`src/rtl/fwrisc_uart_pkg.sv`:
```
// fwrisc_uart_pkg: shared receiver state encoding and default loader constants
package fwrisc_uart_pkg;
    typedef enum logic [2:0] {IDLE, START, DATA, STOP, WAIT_IDLE} rx_state_e;
    localparam int DEF_CLKS_PER_BIT = 868;
    localparam int DEF_PROG_BYTES   = 4096;
endpackage

```
`src/rtl/fwrisc_uart_rx_byte.sv`:
```
// fwrisc_uart_rx_byte: 8N1 UART byte receiver with rx synchroniser
// ports: clock/reset (sync, active-high), rx (async line), byte_valid (1-cycle pulse), byte_data (received byte)
module fwrisc_uart_rx_byte
    import fwrisc_uart_pkg::*;
#(
    parameter int CLKS_PER_BIT = DEF_CLKS_PER_BIT
) (
    input  logic       clock,
    input  logic       reset,
    input  logic       rx,
    output logic       byte_valid,
    output logic [7:0] byte_data
);
    localparam int CW = $clog2(CLKS_PER_BIT);
    logic          rx_m;
    logic          rx_s;
    rx_state_e     state;
    logic [CW-1:0] cnt;
    logic [2:0]    bit_idx;
    logic          tick;
    assign tick = cnt == CW'(CLKS_PER_BIT - 1);
    // byte_data doubles as the shift register; it is only consumed alongside byte_valid
    always_ff @(posedge clock) begin
        if (reset) begin
            {rx_s, rx_m} <= 2'b11;
            state        <= IDLE;
            cnt          <= '0;
            bit_idx      <= '0;
            byte_data    <= '0;
            byte_valid   <= 1'b0;
        end else begin
            {rx_s, rx_m} <= {rx_m, rx};
            byte_valid   <= 1'b0;
            cnt          <= cnt + 1'b1;
            case (state)
                IDLE: begin
                    cnt <= '0;
                    if (!rx_s) state <= START;
                end
                START: if (cnt == CW'(CLKS_PER_BIT / 2 - 1)) begin
                    cnt     <= '0;
                    bit_idx <= '0;
                    state   <= rx_s ? IDLE : DATA;
                end
                DATA: if (tick) begin
                    cnt       <= '0;
                    byte_data <= {rx_s, byte_data[7:1]};
                    bit_idx   <= bit_idx + 3'd1;
                    if (bit_idx == 3'd7) state <= STOP;
                end
                STOP: if (tick) begin
                    cnt        <= '0;
                    byte_valid <= rx_s;
                    state      <= rx_s ? IDLE : WAIT_IDLE;
                end
                WAIT_IDLE: begin
                    cnt <= '0;
                    if (rx_s) state <= IDLE;
                end
                default: state <= IDLE;
            endcase
        end
    end
endmodule

```
`src/rtl/fwrisc_uart_loader.sv`:
```
// fwrisc_uart_loader: UART program loader packing bytes into 32-bit words for instruction RAM
// ports: clock/reset (sync, active-high), rx (UART line), mem_we/mem_addr/mem_wdata (word write port),
//        program_receiving (pulse per accepted byte), program_done/program_ov (sticky), core_reset
module fwrisc_uart_loader
    import fwrisc_uart_pkg::*;
#(
    parameter int CLKS_PER_BIT = DEF_CLKS_PER_BIT,
    parameter int PROG_BYTES   = DEF_PROG_BYTES,
    parameter int ADDR_W       = 10
) (
    input  logic              clock,
    input  logic              reset,
    input  logic              rx,
    output logic              mem_we,
    output logic [ADDR_W-1:0] mem_addr,
    output logic [31:0]       mem_wdata,
    output logic              program_receiving,
    output logic              program_done,
    output logic              program_ov,
    output logic              core_reset
);
    localparam int CNT_W = $clog2(PROG_BYTES) + 1;
    logic             byte_valid;
    logic [7:0]       byte_data;
    logic [CNT_W-1:0] byte_cnt;
    logic [23:0]      word;
    fwrisc_uart_rx_byte #(.CLKS_PER_BIT(CLKS_PER_BIT)) u_rx (
        .clock      (clock),
        .reset      (reset),
        .rx         (rx),
        .byte_valid (byte_valid),
        .byte_data  (byte_data)
    );
    // the fourth byte of a word goes straight to mem_wdata, so only three bytes are staged
    always_ff @(posedge clock) begin
        if (reset) begin
            mem_we            <= 1'b0;
            mem_addr          <= '0;
            mem_wdata         <= '0;
            program_receiving <= 1'b0;
            program_done      <= 1'b0;
            program_ov        <= 1'b0;
            core_reset        <= 1'b1;
            byte_cnt          <= '0;
            word              <= '0;
        end else begin
            mem_we            <= 1'b0;
            program_receiving <= 1'b0;
            if (byte_valid) begin
                if (program_done) begin
                    program_ov <= 1'b1;
                end else begin
                    program_receiving <= 1'b1;
                    byte_cnt          <= byte_cnt + 1'b1;
                    if (byte_cnt[1:0] != 2'd3) word[{byte_cnt[1:0], 3'b000} +: 8] <= byte_data;
                    if (byte_cnt[1:0] == 2'd3) begin
                        mem_we    <= 1'b1;
                        mem_addr  <= byte_cnt[ADDR_W+1:2];
                        mem_wdata <= {byte_data, word};
                    end
                    if (byte_cnt == CNT_W'(PROG_BYTES - 1)) begin
                        program_done <= 1'b1;
                        core_reset   <= 1'b0;
                    end
                end
            end
        end
    end
endmodule
```
`config.mk`:
```
export PLATFORM = sky130hd
export DESIGN_NAME = fwrisc_uart_loader
export DESIGN_NICKNAME = d
export VERILOG_FILES = /design/src/rtl/fwrisc_uart_pkg.sv /design/src/rtl/fwrisc_uart_rx_byte.sv /design/src/rtl/fwrisc_uart_loader.sv
export SDC_FILE = /design/constraint.sdc
export NUM_CORES = 1
export LEC_CHECK = 0
export ABC_AREA = 0
export BUFFER_PORTS_ARGS = -buffer_cell sky130_fd_sc_hd__buf_2
export CAP_MARGIN = 25
export CORE_MARGIN = 2
export CORE_UTILIZATION = 55
export DETAILED_ROUTE_END_ITERATION = 12
export GPL_TIMING_DRIVEN = 0
export PLACE_DENSITY = 0.76
export SLEW_MARGIN = 20
export SYNTH_ARGS = -nofsm -noshare
export SYNTH_HDL_FRONTEND = slang
export SYNTH_SLANG_ARGS = --single-unit
```
`constraint.sdc`:
```
create_clock -name clock -period 2.25 [get_ports clock]
set_input_delay 0.45 -clock clock [delete_from_list [all_inputs] [get_ports clock]]
set_output_delay 0.45 -clock clock [all_outputs]
set_load 0.01 [all_outputs]
```
== Word level (Yosys, flattened, before mapping) ==
Cells that the tools add are included.

* Register bits: 111
* Bits in latches: 0
* Memory bits (writable): 0
* ROM bits: 0
* Memories: 0

* Add/subtract/negate cells: 4
* Multiply operators: 0
* Div/mod/pow operators: 0
* Order comparisons: 0
* Equal/unequal tests: 16
* Shifts and indexed selects: 2
* Multiplexer cells: 20
* Bitwise gates (word level): 4
* Reduce and logical (&&, ||, !) cells: 15

{| class="wikitable"
|+ Operator list
! cell !! count
|-
| $pmux 10 s3 || 1
|-
| $mux 3 || 9
|-
| $bwmux 24 || 1
|-
| $shift 8x7->24 const A || 1
|-
| $shiftx 8x7->24 || 1
|-
| $mux 10 || 2
|-
| $pmux 3 s5 || 1
|-
| $add 13x1->13 const B || 1
|-
| $eq 13x12->1 const B || 1
|-
| $reduce_and 3->1 || 4
|-
| $add 10x1->10 const B || 1
|-
| $eq 10x10->1 const B || 1
|-
| $eq 10x9->1 const B || 1
|-
| $ne 2x1->1 const B || 5
|-
| $neg 5->7 || 1
|-
| $eq 3x2->1 const B || 2
|-
| $eq 3x3->1 const B || 2
|-
| $pmux 3 s2 || 1
|-
| $reduce_and 2->1 || 3
|-
| $reduce_and 6->1 || 1
|-
| $reduce_or 2->1 || 3
|-
| $reduce_or 3->1 || 2
|-
| $mux 1 || 4
|-
| $ne 2x2->1 const B || 2
|-
| other kinds (7) || 10
|}

== Logic depth before layout (Yosys ltp) ==
* Word-level depth: 4
* Gate-level depth with buffers: 7
* Mapped depth without buffers: 6

== By module ==
From an unflattened synthesis, not the netlist that was laid out.

* Cells, all modules: 521
* Area, all modules: 4409.2 sq um

{| class="wikitable"
|+ Modules (own cells, without submodules)
! module !! instances !! cells each !! area an instance (sq um)
|-
| fwrisc_uart_loader || 1 || 387 || 3163.0
|-
| fwrisc_uart_rx_byte || 1 || 134 || 1246.2
|}

== Worst setup path after synthesis ==
Ideal clock, no wire load.

* Path type: reg-to-reg
* Start point: register byte_cnt[0]
* End point: register word[0]
* Data arrival time: 1.787 ns
* Setup slack: 0.392 ns
* Cell stages (with the launch flop): 7
* Period minus slack after synthesis: 1.858 ns
* Cells stage by stage: dfxtp_1 clkbuf_1 inv_1 ha_1 nor3b_1 nand3_1 a21oi_1

* Longest elaborated chain between the ends: 3
* Elaborated cells on any way between the ends: 6
* Classes of those cells: add/sub: 1; eq/ne: 1; shift: 2; mux: 1; reduce/logical: 1

{| class="wikitable"
|+ Ends and longest elaborated chain
! what !! RTL line !! text
|-
| start, declared || fwrisc_uart_loader.sv:25 || <nowiki>logic [CNT_W-1:0] byte_cnt;</nowiki>
|-
| start signal, assigned || fwrisc_uart_loader.sv:54 || <nowiki>byte_cnt <= byte_cnt + 1'b1;</nowiki>
|-
| $neg 5->7 || fwrisc_uart_loader.sv:55 || <nowiki>if (byte_cnt[1:0] != 2'd3) word[{byte_cnt[1:0], 3'b000} +: 8] <= byte_data;</nowiki>
|-
| $shiftx 8x7->24 / $shift 8x7->24 (equally long branches) || fwrisc_uart_loader.sv:55 ||
|-
| $bwmux 24 || fwrisc_uart_loader.sv:55 ||
|-
| end signal, assigned by index || fwrisc_uart_loader.sv:55 ||
|-
| end, declared || fwrisc_uart_loader.sv:26 || <nowiki>logic [23:0] word;</nowiki>
|}

Several ways; a longest one is shown, not always the timed one.
A chain may end at the register's enable or synchronous reset.

== Worst setup path after layout ==
* Start point: register byte_cnt[0]
* End point: register word[3]

Same word-level chain as after synthesis.

==> impl_metrics.ini <==
[status]
outcome = finished, final reports clean

[setup_path]
worstReg2RegStart = byte_cnt[0]
required_ps = 2550
worstPathArrival_ps = 2460
timing.rr.end = word[3]
crit_chain = clkbuf_1, inv_1, ha_1, nor3b_2, nand3_1, a21oi_1
rr_worst_depth = 6
endpoint_kind = register
critPathMaxStageDelay_ps = 490
crit_path_start_kind = register
path_class = reg2reg
reg2reg_setup_slack_ps = 90
startpoint = byte_cnt[0]
cp_slowest_cell = nor3b_2
path_max_fanout = 8

[placement]
place.gp.congestion = 0.859
post_dp_cell_area_um2 = 4720
placement.io_buffers = 49
dpl.hpwl_um = 6580
dp_cells = 666

[drt]
drc = 0
vias = 3680
routedWlPerCell_um = 13.7
viasPerCell = 5.40
first_iter_violations = 139
drt_first_pass_iters = 5
drt-total-wl_um = 9350
antenna_left = 0

[floorplanning]
die-area_um2 = 8630
fp-row-count = 32
die_w_um = 92.9
die_h_um = 92.9
initial_core_util = 0.565
num_io_pins = 50
core_um2 = 7690

[sta]
finalSetupViolCount = 0
hold_viol_final = 0
period_share = 0.961
grt_setup_unrepaired = true
fin_crit_ps = 2160
finClkSkew_ps = 14.8
drv_slew = 0
maxSlewHeadroom = 0.608
worst-slew-pin-transition_ps = 588
fmax_mhz = 463

[global_routing]
grt.total_usage = 0.226
grt_max_degree = 19
grt_pass1_vias = 3445
antenna_found_initial = 0
gr-total-overflow = 0
grt_pass1_wl_um = 15600

[hold_path]
min_to = u_rx.rx_m
hp-class = in2reg
whs_path_depth = 2
min-delay-start = rx

[clocking]
max-clock-path-buffers = 2
cts.reportedPaths.clkPinSlew_ps = 110
ctsHtreeMaxLevel = 3
cts_sinks = 111
cts_root_buffer = clkbuf_8
cts_tree = yes
cts.repair_timing.setup_buffer_count = 0
clk_latency_ps = 370
cts_buffers = 9

[yosys]
syn-num-nets = 527
async_flop_share = 0
synth_warnings = 0
ys.flop_type = dfxtp_1
syn_inst = 515
postSynthAreaPerCell_um2 = 8.44
synth_edf_count = 0
synth_seq_cells = 111
yosysSeqAreaShare = 0.512
syn_area_um2 = 4340
ys_types = 41

[pwr]
ir_drop_mv = 0.397
seqPwrFrac = 0.604
power_frac_clock = 0.373
sw_frac_of_total = 0.225
power_leakage_nw = 1.77
fin_total_pwr_mw = 3.29
p_int_mw = 2.55
powerDensity_nw_per_um2 = 666
p_comb_frac = 0.023
p_sw_uw = 740

[flow_run]
maxCapViolCount = 0

[cells_and_area]
final_util = 0.642
n_antenna_cell = 0
final_nets = 587
finalInstanceArea_um2 = 4940
post_route_cells_drive_above_1_share = 0.140
finalNonFillerCells = 682
syn2layout_area_growth_pct = 13.7
fill_cells = 723
## logic make-up (layout without fill, tap and decap cells)
| logic type | count (synthesis) | in the layout | synth area share |
|---|---|---|---|
| fa+ha+maj | 9 | 9 | 0.0259 |
| compound gates | 87 | 87 | 0.107 |
| xor+xnor | 18 | 18 | 0.0363 |
| mux | 8 | 8 | 0.0184 |
| buf+inv | 38 | 103 | 0.0363 |
| flops | 111 | 111 | 0.512 |
| simple gates | 244 | 244 | 0.265 |
## sequential cells by signal, summed over array words and instances, names as in the netlist
register	count
program_receiving	1
u_rx.byte_data	8
u_rx.state	3
word	24
u_rx.rx_s	1
program_ov	1
mem_wdata	32
byte_cnt	13
u_rx.byte_valid	1
u_rx.cnt	10
program_done	1
u_rx.bit_idx	3
core_reset	1
u_rx.rx_m	1
mem_addr	10
mem_we	1
## cell type report
type                            instances  area [um2]  area share
Clock buffer                           10         138      0.0279
Buffer                                 30         128      0.0258
Tap cell                              102         128      0.0258
Timing Repair Buffer                   49         245      0.0497
Inverter                                8        30.0     0.00608
Multi-Input combinational cell        366        1980       0.401
Clock inverter                          6        66.3      0.0134
Sequential cell                       111        2220       0.450
## placed cells by master, fill, tap and decap left out, types with 2 or more instances in the layout
master / instances
inv_1: 8
nor3b_1: 2
xnor2_1: 14
o41ai_1: 2
nor2b_1: 3
nor3_1: 16
nand4_1: 5
a21oi_1: 75
mux2i_1: 8
xor2_1: 4
nand3b_1: 5
ha_1: 9
clkbuf_1: 22
buf_2: 55
and4b_1: 2
a211oi_1: 2
nor2_1: 29
clkbuf_8: 10
nand2b_1: 2
and2_1: 4
inv_6: 2
o21ai_0: 4
nor4_1: 5
or2_2: 3
dfxtp_1: 111
clkinv_2: 2
nor3b_2: 4
nand3_1: 31
nand2_1: 123
## worst max-delay path by stage
| stage | slack, ps | cells past startpoint | end |
|---|---|---|---|
| 4_1_cts | -40 | 6 | word[3] |
| 2_1_floorplan | 390 | 6 | word[0] |
| 5_1_grt | -80 | 6 | word[5] |
| 3_3_place_gp | 70 | 6 | word[4] |
| 3_5_place_dp | -10 | 6 | word[6] |
| 6_report | 90 | 6 | word[3] |
## worst max-delay path: cells and delay by family (launching register included)
kind	cells	cell delay (ps)
buffers and inverters	2	510
AO/OA/AOI/OAI	1	170
flip-flops	1	380
AND/OR/NAND/NOR	2	640
adder cells (fa/ha/maj)	1	390
## synth_stat cells, drive strengths merged, types with 2 or more instances
cell	instances	share of area
a211oi	2	0.0035
a21oi	75	0.086
and2	5	0.0072
and4b	2	0.0046
buf	8	0.010
clkbuf	22	0.019
dfxtp	111	0.51
ha	9	0.026
inv	8	0.0069
mux2i	8	0.018
nand2	123	0.11
nand2b	2	0.0029
nand3	31	0.036
nand3b	5	0.0086
nand4	5	0.0072
nor2	29	0.025
nor2b	3	0.0043
nor3	16	0.018
nor3b	7	0.016
nor4	5	0.0072
nor4b	2	0.0055
o21ai	4	0.0046
o41ai	2	0.0040
or2	3	0.0043
xnor2	14	0.028
xor2	4	0.0081
## power groups by stage
stage | registers [mW] | clock network, mW | logic, mW
6_report | 1.99 | 1.23 | 0.0746
5_1_grt | 1.99 | 1.33 | 0.0839
4_1_cts | 1.99 | 1.24 | 0.0743
3_5_place_dp | 2.03 | 0 | 0.0739
3_3_place_gp | 2.03 | 0 | 0.0701
2_1_floorplan | 2.03 | 0 | 0.0516
## per-layer routing
metal	track usage	up-vias	share of wire
met3	0.0464	13	0.047
met1	0.291	1716	0.45
met5	0	-	0
met4	0.0637	0	0.014
met2	0.385	99	0.49
li1	-	1852	-
## through the flow
stage	worst slack [ps]	TNS, ps	hold WS [ps]
6_report	87.9	0	260
5_1_grt	-81.8	-634	248
4_1_cts	-42.9	-202	249
3_5_place_dp	-10.0	-17.8	397
3_3_place_gp	73.1	0	392
2_1_floorplan	392	0	389
## repair_timing
item | CTS | global route
endpoints found under the setup margin | 9 | 16
hold endpoints to repair | 0 | 0
hold buffers | 0 | 0
gates resized for setup | 0 | 3
Power figures use the tool's default switching activity.
